`src/rtl/dmi_jtag_ctrl_pkg.sv`:
```
// Shared DMI/DTM types for the TCK-domain DMI controller: DTM op codes,
// sticky error codes, request record and controller state encodings.
package dmi_jtag_ctrl_pkg;

  localparam int DmiDataWidth = 32;

  typedef enum logic [1:0] {
    DTM_NOP   = 2'd0,
    DTM_READ  = 2'd1,
    DTM_WRITE = 2'd2
  } dtm_op_e;

  typedef enum logic [1:0] {
    NoError  = 2'd0,
    Reserved = 2'd1,
    Failed   = 2'd2,
    Busy     = 2'd3
  } dmi_error_e;

  // Low part of a DR / FIFO entry; the address sits above it and is
  // sized by the instantiating module.
  typedef struct packed {
    logic [DmiDataWidth-1:0] data;
    dtm_op_e                 op;
  } dmi_req_body_t;

  localparam int DmiReqBodyWidth = DmiDataWidth + 2;

  // Controller FSM encodings
  localparam logic [1:0] CtrlIdle  = 2'd0;
  localparam logic [1:0] CtrlIssue = 2'd1;
  localparam logic [1:0] CtrlWait  = 2'd2;

  function automatic logic is_rw_op(input logic [1:0] op);
    return (op == DTM_READ) || (op == DTM_WRITE);
  endfunction

endpackage

```
`src/rtl/dmi_jtag_ctrl_if.sv`:
```
// Request/response bus between the DMI JTAG controller (master) and the
// DMI clock-domain crossing (slave).
interface dmi_jtag_ctrl_if #(
  parameter int AbitsWidth = 7
);
  import dmi_jtag_ctrl_pkg::*;

  logic [AbitsWidth-1:0]   req_addr;
  logic [DmiDataWidth-1:0] req_data;
  logic [1:0]              req_op;
  logic                    req_valid;
  logic                    req_ready;
  logic [DmiDataWidth-1:0] resp_data;
  logic [1:0]              resp_resp;
  logic                    resp_valid;
  logic                    resp_ready;

  modport master (
    output req_addr, req_data, req_op, req_valid, resp_ready,
    input  req_ready, resp_data, resp_resp, resp_valid
  );

  modport slave (
    input  req_addr, req_data, req_op, req_valid, resp_ready,
    output req_ready, resp_data, resp_resp, resp_valid
  );

endinterface

```
`src/rtl/dmi_jtag_ctrl_req_fifo.sv`:
```
// DMI request FIFO: array storage with a registered read port that loads
// the head entry on pop and holds it for the in-flight transaction.
// Each slot carries a mark bit (set for reads) so the owner can ask
// whether any marked entry is still queued without reading the array.
module dmi_jtag_ctrl_req_fifo #(
  parameter int Depth = 2,
  parameter int Width = 41
) (
  input  logic                       clk,
  input  logic                       rst_n,
  input  logic                       flush,
  input  logic                       push,
  input  logic [Width-1:0]           push_data,
  input  logic                       push_mark,
  input  logic                       pop,
  output logic [Width-1:0]           pop_data,
  output logic                       full,
  output logic                       empty,
  output logic [$clog2(Depth+1)-1:0] count,
  output logic                       any_mark
);

  localparam int CntW = $clog2(Depth + 1);
  localparam int PtrW = (Depth > 1) ? $clog2(Depth) : 1;
  localparam logic [PtrW-1:0] LastPtr = PtrW'(Depth - 1);

  logic [Width-1:0] mem [Depth];
  logic [Width-1:0] pop_data_reg;
  logic [PtrW-1:0]  wr_ptr_reg, wr_ptr_next;
  logic [PtrW-1:0]  rd_ptr_reg, rd_ptr_next;
  logic [CntW-1:0]  count_reg, count_next;
  logic [Depth-1:0] slot_live;

  function automatic logic [PtrW-1:0] ptr_inc(input logic [PtrW-1:0] p);
    return (p == LastPtr) ? '0 : p + PtrW'(1);
  endfunction

  // Storage write port, no reset so it maps onto RAM
  always_ff @(posedge clk) begin
    if (push) begin
      mem[wr_ptr_reg] <= push_data;
    end
  end

  // Registered read port: head entry captured on pop
  always_ff @(posedge clk or negedge rst_n) begin
    if (!rst_n) begin
      pop_data_reg <= '0;
    end else if (pop) begin
      pop_data_reg <= mem[rd_ptr_reg];
    end
  end

  // Next pointer and occupancy values
  always_comb begin
    wr_ptr_next = wr_ptr_reg;
    rd_ptr_next = rd_ptr_reg;
    count_next  = count_reg;
    if (push) begin
      wr_ptr_next = ptr_inc(wr_ptr_reg);
    end
    if (pop) begin
      rd_ptr_next = ptr_inc(rd_ptr_reg);
    end
    if (push && !pop) begin
      count_next = count_reg + CntW'(1);
    end else if (pop && !push) begin
      count_next = count_reg - CntW'(1);
    end
  end

  // Pointer and count registers; flush empties the queue
  always_ff @(posedge clk or negedge rst_n) begin
    if (!rst_n) begin
      wr_ptr_reg <= '0;
      rd_ptr_reg <= '0;
      count_reg  <= '0;
    end else if (flush) begin
      wr_ptr_reg <= '0;
      rd_ptr_reg <= '0;
      count_reg  <= '0;
    end else begin
      wr_ptr_reg <= wr_ptr_next;
      rd_ptr_reg <= rd_ptr_next;
      count_reg  <= count_next;
    end
  end

  genvar gi;
  generate
    for (gi = 0; gi < Depth; gi++) begin : g_slot
      logic valid_reg;
      logic mark_reg;

      // Per-slot occupancy and mark; a push into the slot being popped wins
      always_ff @(posedge clk or negedge rst_n) begin
        if (!rst_n) begin
          valid_reg <= 1'b0;
          mark_reg  <= 1'b0;
        end else if (flush) begin
          valid_reg <= 1'b0;
        end else if (push && (wr_ptr_reg == PtrW'(gi))) begin
          valid_reg <= 1'b1;
          mark_reg  <= push_mark;
        end else if (pop && (rd_ptr_reg == PtrW'(gi))) begin
          valid_reg <= 1'b0;
        end
      end

      assign slot_live[gi] = valid_reg & mark_reg;
    end
  endgenerate

  assign pop_data = pop_data_reg;
  assign count    = count_reg;
  assign full     = (count_reg == CntW'(Depth));
  assign empty    = (count_reg == '0);
  assign any_mark = |slot_live;

endmodule

```
`src/rtl/dmi_jtag_ctrl.sv`:
```
// TCK-domain DMI transaction controller between the JTAG TAP DR strobes
// and the DMI CDC. Queues up to ReqDepth scans, issues them one at a time,
// tracks sticky busy/failed errors and handles dmireset/dmihardreset.
// Optional build macro DMI_JTAG_CTRL_ERR_CNT_EN adds busy_cnt_o, a
// saturating count of Busy events.
module dmi_jtag_ctrl
  import dmi_jtag_ctrl_pkg::*;
#(
  parameter int AbitsWidth = 7,
  parameter int ReqDepth   = 2,
  parameter int DataWidth  = 32
) (
  input  logic                              tck_i,
  input  logic                              trst_ni,
  input  logic                              test_logic_reset_i,
  input  logic                              capture_dr_i,
  input  logic                              shift_dr_i,
  input  logic                              update_dr_i,
  input  logic                              dmi_access_i,
  input  logic                              dtmcs_select_i,
  input  logic                              dmi_reset_i,
  input  logic                              dmi_hard_reset_i,
  input  logic                              dmi_tdi_i,
  output logic                              dmi_tdo_o,
  output logic [1:0]                        dmi_error_o,
  output logic [$clog2(ReqDepth+1):0]       pending_o,
`ifdef DMI_JTAG_CTRL_ERR_CNT_EN
  output logic [7:0]                        busy_cnt_o,
`endif
  dmi_jtag_ctrl_if.master                   dmi
);

  localparam int DrWidth = AbitsWidth + DmiReqBodyWidth;
  localparam int CntW    = $clog2(ReqDepth + 1);
  localparam int PendW   = CntW + 1;

  if (DataWidth != DmiDataWidth) begin : g_bad_data_width
    $error("dmi_jtag_ctrl: DataWidth must be 32");
  end
  if ((ReqDepth < 1) || ((ReqDepth & (ReqDepth - 1)) != 0)) begin : g_bad_depth
    $error("dmi_jtag_ctrl: ReqDepth must be a power of two >= 1");
  end

  logic [DrWidth-1:0]      dr_reg, dr_next;
  logic [1:0]              state_reg, state_next;
  logic [1:0]              error_reg, error_next;
  logic [AbitsWidth-1:0]   last_addr_reg;
  logic [DmiDataWidth-1:0] last_data_reg;
  logic                    discard_reg, discard_next;

  logic                    fifo_push, fifo_pop, fifo_full, fifo_empty, fifo_any_read;
  logic [DrWidth-1:0]      fifo_head;
  logic [CntW-1:0]         fifo_count;

  logic [1:0]              dr_op;
  logic                    dr_is_rw;
  logic                    soft_clr, hard_clr;
  logic                    upd_en, cap_en, shift_en;
  logic                    drop_busy, cap_busy, resp_busy, resp_failed;
  logic                    resp_done, resp_take;
  logic                    read_pending;
  logic [1:0]              cap_status;
  dmi_req_body_t           issued_body;
  logic [AbitsWidth-1:0]   issued_addr;

  assign dr_op       = dr_reg[1:0];
  assign dr_is_rw    = is_rw_op(dr_op);
  assign soft_clr    = dmi_reset_i & dtmcs_select_i;
  assign hard_clr    = dmi_hard_reset_i & dtmcs_select_i;
  assign upd_en      = update_dr_i & dmi_access_i & (error_reg == NoError) & ~hard_clr;
  assign cap_en      = capture_dr_i & dmi_access_i;
  assign shift_en    = shift_dr_i & dmi_access_i;

  assign issued_body = fifo_head[DmiReqBodyWidth-1:0];
  assign issued_addr = fifo_head[DrWidth-1:DmiReqBodyWidth];

  // A hard reset freezes the queue for a cycle so the flush sees a stable FIFO
  assign fifo_pop    = (state_reg == CtrlIdle) & ~fifo_empty & ~hard_clr;
  assign fifo_push   = upd_en & dr_is_rw & (~fifo_full | fifo_pop);
  assign drop_busy   = upd_en & dr_is_rw & fifo_full & ~fifo_pop;

  // Reads still owed to the host make a capture report busy
  assign read_pending = fifo_any_read |
                        ((state_reg != CtrlIdle) & (issued_body.op == DTM_READ));
  assign cap_busy     = cap_en & read_pending;
  assign cap_status   = read_pending ? Busy : error_reg;

  assign resp_done   = (state_reg == CtrlWait) & dmi.resp_valid;
  assign resp_take   = resp_done & ~discard_reg & ~hard_clr;
  assign resp_failed = resp_take & (dmi.resp_resp == Failed);
  assign resp_busy   = resp_take & (dmi.resp_resp == Busy);

  dmi_jtag_ctrl_req_fifo #(
    .Depth (ReqDepth),
    .Width (DrWidth)
  ) u_req_fifo (
    .clk       (tck_i),
    .rst_n     (trst_ni),
    .flush     (hard_clr),
    .push      (fifo_push),
    .push_data (dr_reg),
    .push_mark (dr_op == DTM_READ),
    .pop       (fifo_pop),
    .pop_data  (fifo_head),
    .full      (fifo_full),
    .empty     (fifo_empty),
    .count     (fifo_count),
    .any_mark  (fifo_any_read)
  );

  // DR shift register: TLR clear, then capture, then shift
  always_comb begin
    dr_next = dr_reg;
    if (test_logic_reset_i) begin
      dr_next = '0;
    end else if (cap_en) begin
      dr_next = {last_addr_reg, last_data_reg, cap_status};
    end else if (shift_en) begin
      dr_next = {dmi_tdi_i, dr_reg[DrWidth-1:1]};
    end
  end

  // Sticky error: dmireset/hardreset win, Failed outranks Busy
  always_comb begin
    error_next = error_reg;
    if (soft_clr || hard_clr) begin
      error_next = NoError;
    end else if (resp_failed) begin
      error_next = Failed;
    end else if ((drop_busy || cap_busy || resp_busy) && (error_reg != Failed)) begin
      error_next = Busy;
    end
  end

  // Transaction FSM: pop on Idle->Issue, handshake, then wait for response
  always_comb begin
    state_next = state_reg;
    case (state_reg)
      CtrlIdle:  if (fifo_pop)         state_next = CtrlIssue;
      CtrlIssue: if (dmi.req_ready)    state_next = CtrlWait;
      CtrlWait:  if (dmi.resp_valid)   state_next = CtrlIdle;
      default:                         state_next = CtrlIdle;
    endcase
  end

  // Response of a transaction in flight during a hard reset is dropped
  always_comb begin
    discard_next = discard_reg;
    if (resp_done) begin
      discard_next = 1'b0;
    end else if (hard_clr && (state_reg != CtrlIdle)) begin
      discard_next = 1'b1;
    end
  end

  // Controller state registers
  always_ff @(posedge tck_i or negedge trst_ni) begin
    if (!trst_ni) begin
      dr_reg        <= '0;
      state_reg     <= CtrlIdle;
      error_reg     <= NoError;
      discard_reg   <= 1'b0;
      last_addr_reg <= '0;
      last_data_reg <= '0;
    end else begin
      dr_reg      <= dr_next;
      state_reg   <= state_next;
      error_reg   <= error_next;
      discard_reg <= discard_next;
      if (resp_take) begin
        last_addr_reg <= issued_addr;
        if (issued_body.op == DTM_READ) begin
          last_data_reg <= dmi.resp_data;
        end
      end
    end
  end

`ifdef DMI_JTAG_CTRL_ERR_CNT_EN
  logic [7:0] busy_cnt_reg;
  logic       busy_evt;

  assign busy_evt = drop_busy | cap_busy | resp_busy;

  // Saturating Busy event counter, cleared by hard reset
  always_ff @(posedge tck_i or negedge trst_ni) begin
    if (!trst_ni) begin
      busy_cnt_reg <= '0;
    end else if (hard_clr) begin
      busy_cnt_reg <= '0;
    end else if (busy_evt && (busy_cnt_reg != 8'hFF)) begin
      busy_cnt_reg <= busy_cnt_reg + 8'd1;
    end
  end

  assign busy_cnt_o = busy_cnt_reg;
`endif

  assign dmi.req_valid  = (state_reg == CtrlIssue);
  assign dmi.req_addr   = issued_addr;
  assign dmi.req_data   = issued_body.data;
  assign dmi.req_op     = issued_body.op;
  assign dmi.resp_ready = 1'b1;

  assign dmi_tdo_o   = dr_reg[0];
  assign dmi_error_o = error_reg;
  assign pending_o   = PendW'(fifo_count) + PendW'(state_reg != CtrlIdle);

endmodule
```
`src/flat_wrapper.sv`:
```
// flat-port wrapper written by rule: the top's interface ports become plain ports
module dmi_jtag_ctrl_flat import dmi_jtag_ctrl_pkg::*;
#(
  parameter int AbitsWidth = 7,
  parameter int ReqDepth   = 2,
  parameter int DataWidth  = 32
)
  (tck_i, trst_ni, test_logic_reset_i, capture_dr_i, shift_dr_i, update_dr_i, dmi_access_i, dtmcs_select_i, dmi_reset_i, dmi_hard_reset_i, dmi_tdi_i, dmi_tdo_o, dmi_error_o, pending_o, dmi_req_addr, dmi_req_data, dmi_req_op, dmi_req_valid, dmi_resp_ready, dmi_req_ready, dmi_resp_data, dmi_resp_resp, dmi_resp_valid);
  dmi_jtag_ctrl_if #(.AbitsWidth(AbitsWidth)) dmi_i ();
  input  logic tck_i;
  input  logic trst_ni;
  input  logic test_logic_reset_i;
  input  logic capture_dr_i;
  input  logic shift_dr_i;
  input  logic update_dr_i;
  input  logic dmi_access_i;
  input  logic dtmcs_select_i;
  input  logic dmi_reset_i;
  input  logic dmi_hard_reset_i;
  input  logic dmi_tdi_i;
  output logic dmi_tdo_o;
  output logic [1:0] dmi_error_o;
  output logic [$clog2(ReqDepth+1):0] pending_o;
  output wire logic [$bits(dmi_i.req_addr)-1:0] dmi_req_addr;
  output wire logic [$bits(dmi_i.req_data)-1:0] dmi_req_data;
  output wire logic [$bits(dmi_i.req_op)-1:0] dmi_req_op;
  output wire logic [$bits(dmi_i.req_valid)-1:0] dmi_req_valid;
  output wire logic [$bits(dmi_i.resp_ready)-1:0] dmi_resp_ready;
  input wire logic [$bits(dmi_i.req_ready)-1:0] dmi_req_ready;
  input wire logic [$bits(dmi_i.resp_data)-1:0] dmi_resp_data;
  input wire logic [$bits(dmi_i.resp_resp)-1:0] dmi_resp_resp;
  input wire logic [$bits(dmi_i.resp_valid)-1:0] dmi_resp_valid;
  assign dmi_req_addr = dmi_i.req_addr;
  assign dmi_req_data = dmi_i.req_data;
  assign dmi_req_op = dmi_i.req_op;
  assign dmi_req_valid = dmi_i.req_valid;
  assign dmi_resp_ready = dmi_i.resp_ready;
  assign dmi_i.req_ready = dmi_req_ready;
  assign dmi_i.resp_data = dmi_resp_data;
  assign dmi_i.resp_resp = dmi_resp_resp;
  assign dmi_i.resp_valid = dmi_resp_valid;
  dmi_jtag_ctrl #(.AbitsWidth(AbitsWidth), .ReqDepth(ReqDepth), .DataWidth(DataWidth)) u_core (.tck_i(tck_i), .trst_ni(trst_ni), .test_logic_reset_i(test_logic_reset_i), .capture_dr_i(capture_dr_i), .shift_dr_i(shift_dr_i), .update_dr_i(update_dr_i), .dmi_access_i(dmi_access_i), .dtmcs_select_i(dtmcs_select_i), .dmi_reset_i(dmi_reset_i), .dmi_hard_reset_i(dmi_hard_reset_i), .dmi_tdi_i(dmi_tdi_i), .dmi_tdo_o(dmi_tdo_o), .dmi_error_o(dmi_error_o), .pending_o(pending_o), .dmi(dmi_i));
endmodule
```
`config.mk`:
```
export PLATFORM = sky130hd
export DESIGN_NAME = dmi_jtag_ctrl_flat
export DESIGN_NICKNAME = d
export VERILOG_FILES = /design/src/rtl/dmi_jtag_ctrl_pkg.sv /design/src/rtl/dmi_jtag_ctrl_if.sv /design/src/rtl/dmi_jtag_ctrl_req_fifo.sv /design/src/rtl/dmi_jtag_ctrl.sv /design/src/flat_wrapper.sv
export SDC_FILE = /design/constraint.sdc
export NUM_CORES = 1
export LEC_CHECK = 0
export CAP_MARGIN = 20
export CELL_PAD_IN_SITES_DETAIL_PLACEMENT = 0
export CELL_PAD_IN_SITES_GLOBAL_PLACEMENT = 2
export CORE_UTILIZATION = 25
export CTS_BUF_LIST = sky130_fd_sc_hd__clkbuf_2 sky130_fd_sc_hd__clkbuf_4 sky130_fd_sc_hd__clkbuf_8
export CTS_CLUSTER_DIAMETER = 100
export CTS_CLUSTER_SIZE = 40
export DETAILED_ROUTE_END_ITERATION = 16
export PLACE_DENSITY_LB_ADDON = 0.1
export SYNTH_ARGS = -nofsm -noshare
export SYNTH_HDL_FRONTEND = slang
export SYNTH_SLANG_ARGS = --single-unit
```
`constraint.sdc`:
```
create_clock -name tck_i -period 2.3 [get_ports tck_i]
set_input_delay 0.46 -clock tck_i [delete_from_list [all_inputs] [get_ports tck_i]]
set_output_delay 0.46 -clock tck_i [all_outputs]
set_load 0.01 [all_outputs]
```
==> impl_metrics.json, run 1 <==
{
  "finalWorstSetupSlack_ps": 107,
  "synthAdderAreaFrac_pct": 0.595,
  "totalWireLength_um": 19100,
  "total_leakage_power_nw": 4.09,
  "htreeDepth": 1,
  "root_buffer": "clkbuf_8",
  "ant_nets": 0,
  "setup-violations-final": 0,
  "max-slew-margin-rel_pct": 56.1,
  "fin_area_um2": 10400,
  "synth_warnings": 0,
  "cts_tree": "built",
  "row_count": 66,
  "clk_pin_slew_ps": 220,
  "end_kind": "output pin",
  "drt_pre_antenna_iters": 4,
  "crit_required_ps": 1840,
  "clk_latency_ps": 550,
  "grt_pass1_wl_um": 30200,
  "min_period_over_period_pct": 95.4,
  "fp.dieW_um": 186,
  "final-max-slew-violation-count": 0,
  "overflow": 0,
  "grt.busiest_layer": "met2",
  "min_period_ps": 2190,
  "hold_viol": 0,
  "synth_mux_area_share_pct": 15.1,
  "fp.dieArea_um2": 34400,
  "critPathArrivalTime_ps": 1730,
  "routabilityCongestion": 0.748,
  "synth_compound_area_share_pct": 6.55,
  "clkSinkCount": 216,
  "hp-class": "input port to async pin",
  "cts_buffers": 11,
  "antenna_found_initial": 0,
  "ys_types": 38,
  "ios": 96,
  "outcome": "completed",
  "via_per_inst": 4.24,
  "rsz0062_at_grt": "no",
  "final_nets": 769,
  "vias": 4930,
  "place_hpwl_um": 12500,
  "path_max_fanout": 4,
  "post_drt_wl_per_cell_um": 16.4,
  "synth_fp_nets": 659,
  "synth-simple-area-share_pct": 6.03,
  "dpl_cell_area_um2": 10200,
  "fmax_mhz": 456,
  "drt_drc_violations_left": 0,
  "synth_area_um2": 8420,
  "clock_path_buffers": 3,
  "core_um2": 32900,
  "grt_util_met3_pct": 1.55,
  "initial_core_util_pct": 25.6,
  "syn_avg_cell_area_um2": 13.8,
  "largest_reg_flops": 82,
  "grt_use_total_pct": 11.5,
  "critPathLaunchType": "flip-flop",
  "synth_top_family_by_area": "multiplexers",
  "ir_drop_uv": 374,
  "r2r.worst_path.cells": 8,
  "use_met1_pct": 16.0,
  "path_class": "flip-flop to output pin",
  "diodes": 0,
  "io_buffers": 94,
  "fin_worst_skew_ps": 55.4,
  "netlist_instances": 608,
  "synth_seq_cells": 216,
  "syn2layout_area_growth_pct": 24.0,
  "fillers": 3347,
  "place_ws_ps": -194,
  "grt_use_met2_pct": 18.9,
  "ys_seq_area_share_pct": 69.1,
  "cap_viol_max_count": 0,
  "tightest_slew_ps": 659,
  "grt_max_degree": 63,
  "drt-initial-drc-count": 216,
  "grt_pass1_vias": 5200,
  "drive_gt1_share_pct": 14.7,
  "synthXorXnorAreaFrac_pct": 0.312,
  "die_y_um": 186,
  "power.density_nw_per_um2": 989
}
-- power breakdown --
part	switching, W	internal, W
Sequential	0.000539	0.00478
Clock	0.00127	0.000532
Combinational	0.00153	0.00169
-- per-stage QoR --
| step | power, W | setup TNS [ps] | utilization [%] | hold WS [ps] | std cells |
|---|---|---|---|---|---|
| 6_report | 0.0103 | 0 | 31.8 | 421 | 1164 |
| 5_1_grt | 0.0111 | 0 | 31.8 | 414 | 1164 |
| 4_1_cts | 0.0105 | 0 | 31.7 | 395 | 1164 |
| 3_5_place_dp | 0.00870 | -14020 | 31.0 | 440 | 1145 |
| 3_3_place_gp | 0.00864 | -10870 | 31.0 | 434 | 1145 |
| 2_1_floorplan | 0.00707 | 0 | - | 164 | 608 |
-- path summary, 6_finish.rpt --
kind / slack [ps] / from / to
setup / recovery: 110 / u_core.state_reg[0]$_DFFE_PN0P_ / pending_o[1]
hold / removal: 420 / trst_ni / u_core.last_data_reg[1]$_DFFE_PN0P_
setup reg to reg: 140 / u_core.dr_reg[0]$_DFFE_PN0P_ / u_core.u_req_fifo.count[1]$_DFFE_PN0P_
hold reg to reg: 490 / u_core.dr_reg[27]$_DFFE_PN0P_ / u_core.u_req_fifo.mem[0][27]$_DFFE_PP_
max in group asynchronous: 1170 / trst_ni / u_core.last_data_reg[31]$_DFFE_PN0P_
min in group tck_i: 490 / u_core.dr_reg[27]$_DFFE_PN0P_ / u_core.u_req_fifo.mem[0][27]$_DFFE_PP_
-- cell families after synthesis --
family                   after synthesis
multiplexers                         122
other                                  1
adder cells (fa/ha/maj)                4
buffers and inverters                 43
XOR/XNOR                               3
AO/OA/AOI/OAI                        104
flip-flops                           216
AND/OR/NAND/NOR                      115
-- layer usage --
layer / part of all wire (%) / wire, um
met1: 48 / 9190
met3: 3.2 / 606
met2: 48 / 9120
met5: 0 / 0
met4: 1.2 / 228
-- critical path, cell delays in order (launching register included) --
cell	delay [ps]
dfrtp_1	440
nor2_2	170
inv_2	50
ha_2	170
ha_1	280
buf_6	130
-- cell usage after synthesis --
| cell type | count | area share, % |
|---|---|---|
| xnor2_1 | 1 | 0.10 |
| nor4_1 | 1 | 0.074 |
| mux2_1 | 1 | 0.13 |
| nor4b_1 | 1 | 0.10 |
| o21ai_0 | 50 | 3.0 |
| o211ai_1 | 2 | 0.18 |
| a211o_1 | 1 | 0.10 |
| a22oi_1 | 1 | 0.089 |
| nor2b_1 | 1 | 0.074 |
| a211oi_1 | 2 | 0.18 |
| nor3_4 | 1 | 0.19 |
| o31ai_1 | 3 | 0.27 |
| edfxtp_1 | 82 | 29 |
| xor2_1 | 2 | 0.21 |
| a2111oi_0 | 1 | 0.10 |
| inv_1 | 11 | 0.49 |
| a31oi_1 | 1 | 0.074 |
| dfrtp_1 | 134 | 40 |
| nor2_1 | 49 | 2.2 |
| nand3b_1 | 2 | 0.18 |
| nand2b_1 | 4 | 0.30 |
| and2_1 | 2 | 0.15 |
| ha_1 | 4 | 0.59 |
| a21boi_0 | 1 | 0.089 |
| or2_2 | 1 | 0.074 |
| nor4_4 | 1 | 0.25 |
| conb_1 | 1 | 0.045 |
| o21ai_1 | 1 | 0.059 |
| nor3_2 | 1 | 0.12 |
| mux2_2 | 40 | 5.4 |
| clkbuf_1 | 17 | 0.76 |
| mux2i_1 | 81 | 9.6 |
| buf_2 | 11 | 0.65 |
| a21oi_1 | 41 | 2.4 |
| nor3_1 | 2 | 0.12 |
| buf_4 | 4 | 0.36 |
| nand2_1 | 48 | 2.1 |
| or3_1 | 1 | 0.074 |
-- final cells by class --
class	count	area, um^2	share of cell area [%]
clock buffers	11	151	1.45
clock inverters	6	88.8	0.851
inverters	11	48.8	0.467
multi-input cells	349	2430	23.3
flip-flops and latches	216	5820	55.7
well taps	442	553	5.30
repair buffers	129	1350	13.0
-- repair_timing --
action	4_1_cts	5_1_grt
pin swaps	1	2
gates resized for setup	8	5
hold endpoints to repair	42	0
buffers inserted	1	0
endpoints found under the setup margin	3	3
hold buffers	1	0
-- placed cells by master (no fill, tap or decap), types with 2 or more instances in the layout --
master	Yosys	layout
nand2b_1	4	4
nor2_1	49	47
ha_1	4	3
inv_1	11	8
buf_6	0	2
mux2_2	40	40
clkinvlp_4	0	2
dfrtp_1	134	133
nor2_2	0	2
clkdlybuf4s50_1	0	90
o31ai_1	3	3
o211ai_1	2	2
mux2i_1	81	81
clkinv_8	0	3
nand2_1	48	48
o21ai_0	50	50
buf_4	4	22
a211oi_1	2	2
clkbuf_8	0	11
buf_12	0	12
a21oi_1	41	41
nand3b_1	2	2
xor2_1	2	2
nor3_1	2	2
edfxtp_1	82	82
(Power assumes the default switching activity.)
==> run 2, diff against run 1 <==
Settings changed: RECOVER_POWER set to 100.
Clock period 2.3 ns to 2 ns, I/O delays scaled along.
==> run 2 against run 1 <==
Against the previous run: the flow now finishes with violations (setup timing); via count increased by 2.7%; sequential cell count unchanged; sequential power increased by 16%; combinational power increased by 24%; sequential share of layout area decreased by 1.8 points; critical endpoint unchanged; largest cell class unchanged; largest power group unchanged; highest routed layer unchanged.
==> impl_metrics.json, run 2 (synthesis gave the netlist of run 1 again) <==
{
  "utilization_pct": 32.8,
  "r2r.worst_path.cells": 8,
  "rsz0062_at_grt": "yes",
  "row_count": 66,
  "timing.hold.ws_ps": 426,
  "fp.dieW_um": 186,
  "cp_slowest_cell": "dfrtp_2",
  "antenna_found_initial": 0,
  "routabilityCongestion": 0.735,
  "wl_met1_um": 9810,
  "critPathLaunchType": "flip-flop",
  "hold_viol": 0,
  "switching_share_pct": 32.7,
  "finalWorstSetupSlack_ps": -72.0,
  "critPathArrivalTime_ps": 1670,
  "final_cell_mix": "dfrtp_1, edfxtp_1, mux2i_1, clkdlybuf4s50_1, o21ai_0",
  "max_stage_delay_ps": 500,
  "diodes": 0,
  "overflow": 0,
  "cap_viol_max_count": 0,
  "grt_pass1_vias": 5337,
  "drt-initial-drc-count": 292,
  "end_kind": "output pin",
  "min_to": "u_core.dmi_error_o[0]$_DFFE_PN0P_",
  "cts_tree": "built",
  "path_class": "flip-flop to output pin",
  "tightest_slew_ps": 1100,
  "outcome": "finished with violations",
  "clockPowerShare_pct": 17.5,
  "io_buffers": 94,
  "final_nets": 795,
  "seq_power_share_pct": 50.2,
  "route.met2.wl_um": 9420,
  "ios": 96,
  "htreeDepth": 1,
  "worst-r2r-setup-slack_ps": -60,
  "min_period_ps": 2070,
  "drive_gt1_share_pct": 18.4,
  "vias": 5061,
  "p_sw_w": 0.00402,
  "die_y_um": 186,
  "max-slew-margin-rel_pct": 26.6,
  "min_from": "dmi_resp_resp[0]",
  "totalWireLength_um": 20200,
  "drt_pre_antenna_iters": 5,
  "grt_pass1_wl_um": 31000,
  "clk_pin_slew_ps": 200,
  "crit_required_ps": 1600,
  "total_leakage_power_nw": 4.24,
  "drt_drc_violations_left": 0,
  "layout_commonest_cell": "dfrtp_1",
  "ir_drop_uv": 526,
  "clkSinkCount": 216,
  "hp-class": "input port to flip-flop",
  "r2r_end": "u_core.u_req_fifo.mem[0][15]$_DFFE_PP_",
  "crit_chain": "buf_12 > ha_4 > ha_4 > buf_6",
  "p_int_w": 0.00828,
  "place_ws_ps": -366,
  "fp.dieArea_um2": 34400,
  "clk_latency_ps": 550,
  "combinationalPowerShare_pct": 32.3,
  "ant_nets": 0,
  "wl_met3_um": 749,
  "cts_buffers": 11,
  "via_per_inst": 4.25,
  "root_buffer": "clkbuf_8",
  "crit_start": "u_core.u_req_fifo.count[0]$_DFFE_PN0P_",
  "core_um2": 32900,
  "largest_reg_flops": 82,
  "final-max-slew-violation-count": 0,
  "syn2layout_area_growth_pct": 28.2,
  "path_max_fanout": 5,
  "hold_depth": 3,
  "violations": "setup timing",
  "grt_max_degree": 65,
  "clock_path_buffers": 3,
  "place_hpwl_um": 13100,
  "highest_layer": "met4",
  "post_drt_wl_per_cell_um": 17.0,
  "cpMostUsedCell": "ha_4",
  "setup-violations-final": 33,
  "grt_use_total_pct": 11.9,
  "power.density_nw_per_um2": 1140,
  "min_period_over_period_pct": 104,
  "fmax_mhz": 483,
  "initial_core_util_pct": 25.6,
  "fin_worst_skew_ps": 49.2,
  "r2r_start": "u_core.dr_reg[1]$_DFFE_PN0P_"
}
## run 2: changes by cell type in the layout (fill, tap and decap cells not counted), moves of 3 or more
cell and delta:
ha_1 -3, buf_6 +12, buf_16 +3, ha_4 +4, clkbuf_1 +7, dlygate4sd2_1 +7, buf_4 +5, clkdlybuf4s50_1 -11
inv_1 -3
## run 2: final cells by class
cell class,count,area (um^2)
Clock buffer,11,151
Clock inverter,6,105
Fill cell,3302,22100
Inverter,11,51.3
Multi-Input combinational cell,349,2500
Sequential cell,216,5820
Tap cell,442,553
Timing Repair Buffer,155,1610
## run 2: how the worst max path moves through the flow
stage / to / slack, ps / depth (start not counted)
after floorplan: u_core.u_req_fifo.mem[1][0]$_DFFE_PP_ / -130 / 5
final: pending_o[1] / -70 / 4
after detailed placement: u_core.u_req_fifo.count[1]$_DFFE_PN0P_ / -370 / 8
after global routing: pending_o[1] / -160 / 4
after CTS: pending_o[1] / -140 / 5
after global placement: u_core.u_req_fifo.count[1]$_DFFE_PN0P_ / -360 / 8
## run 2: routing by layer
layer | GRT usage, % | up-vias
met2 | 19.7 | 87
met3 | 1.62 | 17
met1 | 16.4 | 2536
met4 | 2.74 | 0
li1 | - | 2421
met5 | 0 | -
## run 2: per-stage QoR
step / total power (W) / std cells / setup TNS (ps) / instance area (um^2)
3_5_place_dp: 0.0101 / 1154 / -41190 / 10300
2_1_floorplan: 0.00813 / 608 / -10030 / 8440
4_1_cts: 0.0125 / 1186 / -5190 / 10800
3_3_place_gp: 0.0100 / 1154 / -42100 / 10300
6_report: 0.0123 / 1190 / -1010 / 10800
5_1_grt: 0.0131 / 1190 / -9360 / 10800
## run 2: worst max-delay path, delay by kind of cell (launching register included)
kind                     cells  cell delay [ps]
flip-flops                   1              500
buffers and inverters        2              230
adder cells (fa/ha/maj)      2              400
## run 2: power groups by stage
stage | clock, W | sequential (W) | combinational (W)
after floorplan | 0 | 0.00621 | 0.00192
after global placement | 0 | 0.00627 | 0.00374
after detailed placement | 0 | 0.00630 | 0.00378
after CTS | 0.00230 | 0.00622 | 0.00393
after global routing | 0.00242 | 0.00633 | 0.00434
final | 0.00215 | 0.00618 | 0.00398
## run 2: repair_timing
item | 4_1_cts | 5_1_grt
endpoints found under the setup margin | 80 | 119
pin swaps | 7 | 13
setup buffers | 11 | 7
hold buffers | 1 | 0
gates resized for setup | 47 | 15
cloned | 4 | 2
hold endpoints to repair | 107 | 0
